[src/rtl/id_ex_stage.sv]
// ============================================================================
// id_ex_stage : ID/EX pipeline register with load-use hazard detection
// Rev 1.0
// ============================================================================
`default_nettype none

module id_ex_stage #(
  parameter int DATA_W = 32,
  parameter int RA_W   = 5,
  parameter int CNT_W  = 16
) (
  input  logic              clk,
  input  logic              rst_n,
  input  logic              id_valid,
  input  logic [DATA_W-1:0] id_pc4,
  input  logic [DATA_W-1:0] id_rd1,
  input  logic [DATA_W-1:0] id_rd2,
  input  logic [DATA_W-1:0] id_imm,
  input  logic [RA_W-1:0]   id_rs,
  input  logic [RA_W-1:0]   id_rt,
  input  logic [RA_W-1:0]   id_rd,
  input  logic              id_reg_write,
  input  logic              id_mem_read,
  input  logic              id_mem_write,
  input  logic              id_mem_to_reg,
  input  logic              id_alu_src,
  input  logic              id_reg_dst,
  input  logic              id_branch,
  input  logic [1:0]        id_alu_op,
  input  logic              flush,
  output logic              ex_valid,
  output logic [DATA_W-1:0] ex_pc4,
  output logic [DATA_W-1:0] ex_rd1,
  output logic [DATA_W-1:0] ex_rd2,
  output logic [DATA_W-1:0] ex_imm,
  output logic [RA_W-1:0]   ex_rs,
  output logic [RA_W-1:0]   ex_rt,
  output logic [RA_W-1:0]   ex_dest,
  output logic              ex_reg_write,
  output logic              ex_mem_read,
  output logic              ex_mem_write,
  output logic              ex_mem_to_reg,
  output logic              ex_alu_src,
  output logic              ex_reg_dst,
  output logic              ex_branch,
  output logic [1:0]        ex_alu_op,
  output logic              hazard_stall,
  output logic [CNT_W-1:0]  stall_cnt
);

  logic uses_rt;
  logic load_use;
  logic bubble;

  // Stores and branches read rt as a source; so do R-types (alu_src=0).
  assign uses_rt  = id_mem_write | ~id_alu_src | id_branch;
  assign load_use = ex_valid & ex_mem_read & (ex_rt != '0) & id_valid &
                    ((ex_rt == id_rs) | (uses_rt & (ex_rt == id_rt)));
  assign hazard_stall = load_use & ~flush;
  assign bubble       = flush | hazard_stall;

  always_ff @(posedge clk) begin
    if (!rst_n) begin
      ex_valid      <= 1'b0;
      ex_pc4        <= '0;
      ex_rd1        <= '0;
      ex_rd2        <= '0;
      ex_imm        <= '0;
      ex_rs         <= '0;
      ex_rt         <= '0;
      ex_dest       <= '0;
      ex_reg_write  <= 1'b0;
      ex_mem_read   <= 1'b0;
      ex_mem_write  <= 1'b0;
      ex_mem_to_reg <= 1'b0;
      ex_alu_src    <= 1'b0;
      ex_reg_dst    <= 1'b0;
      ex_branch     <= 1'b0;
      ex_alu_op     <= 2'b00;
      stall_cnt     <= '0;
    end else begin
      // Data and field registers load unconditionally; bubbles only gate control.
      ex_pc4  <= id_pc4;
      ex_rd1  <= id_rd1;
      ex_rd2  <= id_rd2;
      ex_imm  <= id_imm;
      ex_rs   <= id_rs;
      ex_rt   <= id_rt;
      ex_dest <= id_reg_dst ? id_rd : id_rt;
      if (bubble) begin
        ex_valid      <= 1'b0;
        ex_reg_write  <= 1'b0;
        ex_mem_read   <= 1'b0;
        ex_mem_write  <= 1'b0;
        ex_mem_to_reg <= 1'b0;
        ex_alu_src    <= 1'b0;
        ex_reg_dst    <= 1'b0;
        ex_branch     <= 1'b0;
        ex_alu_op     <= 2'b00;
      end else begin
        ex_valid      <= id_valid;
        ex_reg_write  <= id_reg_write  & id_valid;
        ex_mem_read   <= id_mem_read   & id_valid;
        ex_mem_write  <= id_mem_write  & id_valid;
        ex_mem_to_reg <= id_mem_to_reg & id_valid;
        ex_alu_src    <= id_alu_src    & id_valid;
        ex_reg_dst    <= id_reg_dst    & id_valid;
        ex_branch     <= id_branch     & id_valid;
        ex_alu_op     <= id_alu_op & {2{id_valid}};
      end
      if (hazard_stall && (stall_cnt != {CNT_W{1'b1}})) begin
        stall_cnt <= stall_cnt + 1'b1;
      end
    end
  end

endmodule

`default_nettype wire
[config.mk]
export PLATFORM = sky130hd
export DESIGN_NAME = id_ex_stage
export DESIGN_NICKNAME = d
export VERILOG_FILES = /design/src/rtl/id_ex_stage.sv
export SDC_FILE = /design/constraint.sdc
export NUM_CORES = 1
export LEC_CHECK = 0
export ABC_AREA = 0
export CORE_AREA = 2 2 125 127
export CTS_CLUSTER_DIAMETER = 30
export DETAILED_ROUTE_END_ITERATION = 16
export DIE_AREA = 0 0 127 129
export GPL_TIMING_DRIVEN = 0
export HOLD_SLACK_MARGIN = 0.02
export PLACE_DENSITY_LB_ADDON = 0.05
export SYNTH_ARGS = -nofsm -noshare
export SYNTH_HDL_FRONTEND = slang
export SYNTH_SLANG_ARGS = --single-unit
[constraint.sdc]
create_clock -name clk -period 3.81 [get_ports clk]
set_input_delay 0.381 -clock clk [delete_from_list [all_inputs] [get_ports clk]]
set_output_delay 0.381 -clock clk [all_outputs]
set_load 0.02 [all_outputs]
==> flow_summary.ini <==
[outcome]
status = completed

[timing]
rsz0062_at_grt = no
tightest_slew_ps = 616
fin_skew_ps = 9.89
fmax_ghz = 0.373
tns_ps = 0
report.final.slew_viol_count = 0
setup_viol = 0
hold_viol = 0
period_share_pct = 70.4
relSlewSlack_pct = 58.9
postLayoutSetupSlackWorst_ps = 1130
min_period_ps = 2680

[floorplanning]
row_count = 45
dieArea_um2 = 16400
start_util_pct = 34.3
chipHeight_um = 129
dieWidth_um = 127
core_area_um2 = 15000
boundaryPins = 326

[final_layout]
layout.nets = 943
ff_latch_area_um2 = 3380
fillCellCount = 1235
layout-drive-gt1-share_pct = 4.76
mostFrequentLayoutCell = clkdlybuf4s50_1
synthToLayoutAreaGrowth_pct = 79.5
num_antenna_cells = 0
most-common-layout-cells = 323 x clkdlybuf4s50_1, 169 x dfxtp_1, 148 x and2_1
multi_input_area_um2 = 1670

[power]
total_power_mw = 4.21
p_leak_nw = 3.70
vdd_drop_max_mv = 0.286
power_density_nw_per_um2 = 457

[detailed_routing]
wire_per_inst_um = 16.0
wirelength_um = 15800
ant_nets = 0
viasPerCell = 4.27
drt-pass1-iter-count = 4
vias = 4209
remaining_drc_errors = 0
drtIter0Drc = 152

[placement]
io_buffer_count = 323
hpwl_um = 12600
place_ws_ps = 1120
globalplace.congestion = 0.758

[synthesis]
syn_avg_cell_area_um2 = 11.6
synth-seq-cells = 169
synth_cell_types = 29
synth_xor_area_share_pct = 2.04
syn_inst = 444
synth_top_family_by_area = simple AND/OR/NAND/NOR gates
seq_area_frac_synth_pct = 65.8
yosysWarnings = 0
synth_compound_area_share_pct = 1.02
postSynthNetCount = 601
synth.area.mux_share_pct = 3.31
syn_area_um2 = 5140
synth-simple-area-share_pct = 25.9
synthAdderAreaFrac_pct = 0.243

[worst_hold_path]
worstHoldPathCells = 3
min_from = rst_n
hold_end = stall_cnt[15]$_SDFFE_PN0P_
min_path_type = in2reg

[worst_setup_path]
worstRegToRegCells = 8
crit_path_end_kind = output port
cp_data_arrival_time_ps = 2300
critPathKind = in2out
startpoint = id_alu_src
reg2reg_from = stall_cnt[0]$_SDFFE_PN0P_
crit_required_ps = 3430
startpoint_type = input port
r2r-end = stall_cnt[8]$_SDFFE_PN0P_
r2r_setup_slack_ps = 1580
critPathMaxFanout = 5

[clocking]
clockRootBuffer = clkbuf_16
cts_sinks = 169
cts_repair_resize_count = 0
postCtsSetupBuffers = 0
cts_tree = done
clk_path_buf_depth = 2
cts_buffers = 17
h-tree-depth = 4
cts_hold_buffers = 0
clock_latency_ps = 420
clkSlewWorstSetupHoldPaths_ps = 60

[global_routing]
grt_start_max_net_pins = 17
grt_pass1_vias = 4444
grt_first_pass_wirelength_um = 23400
antenna_found_initial = 0
grt_usage_pct = 19.2
grt-ovfl-total = 0

[run]
drv_cap = 0
[cells by family after synthesis]
group	Yosys count
simple gates	216
flops	169
mux	17
compound gates	6
fa+ha+maj	1
xor+xnor	12
buf+inv	23
[how the worst max path moves through the flow]
| stage | to |
|---|---|
| floorplan | stall_cnt[8]$_SDFFE_PN0P_ |
| global placement | hazard_stall |
| detailed placement | hazard_stall |
| CTS | hazard_stall |
| global route | hazard_stall |
| finish | hazard_stall |
[synthesized netlist by cell type (all sizes together)]
library cell  number  area [µm²]
a21bo              1        10.0
a21o               1        7.51
a21oi              2        10.0
a22oi              1        12.5
and2             148         926
and3               5        31.3
and3b              1        8.76
and4               1        8.76
clkbuf            21        78.8
dfxtp            169        3380
ha                 1        12.5
inv                2        7.51
mux2i             17         170
nand2             14        52.6
nand2b            11        68.8
nand3              7        35.0
nand3b             1        7.51
nand4              6        37.5
nor2              13        48.8
nor3               4        42.5
nor3b              1        7.51
nor4               1        12.5
nor4b              1        23.8
o211ai             1        12.5
or3b               1        11.3
or4                1        7.51
xnor2              2        17.5
xor2              10        87.6
[per-layer routing]
layer / share of wire, % / global-route usage [%] / vias up
met5: 0 / 0 / -
met4: 1.9 / 6.85 / 0
met3: 9.8 / 9.73 / 21
met2: 54 / 34.7 / 171
met1: 35 / 18.9 / 1932
li1: - / - / 2085
[cell type report]
| class | instances | share of cell area [%] |
|---|---|---|
| Clock inverter | 12 | 1.89 |
| Tap cell | 188 | 2.55 |
| Clock buffer | 19 | 4.80 |
| Buffer | 21 | 0.854 |
| Inverter | 2 | 0.0814 |
| Timing Repair Buffer | 323 | 35.0 |
| Multi-Input combinational cell | 252 | 18.1 |
| Sequential cell | 169 | 36.7 |
[where the power goes]
group          internal, mW  leakage, nW  switching [mW]
Combinational         0.323         2.00           0.225
Clock                  1.11        0.303           0.680
Sequential             1.85         1.40          0.0251
[through the flow]
stage | hold slack, ps | utilization, % | instance area (µm²) | instances
after floorplan | 475 | - | 5140 | 444
after global placement | 470 | 57.5 | 8610 | 955
after detailed placement | 498 | 57.5 | 8610 | 955
after CTS | 379 | 61.6 | 9230 | 986
after global routing | 413 | 61.6 | 9230 | 986
final | 403 | 61.6 | 9230 | 986
[worst max-delay path: stages]
cell             delay, ps
clkdlybuf4s50_1        460
nor3b_1                270
nor4_2                 100
a22oi_2                420
nor2_1                 110
clkdlybuf4s50_1        560
Note: power is estimated with default switching activity, not from simulation.
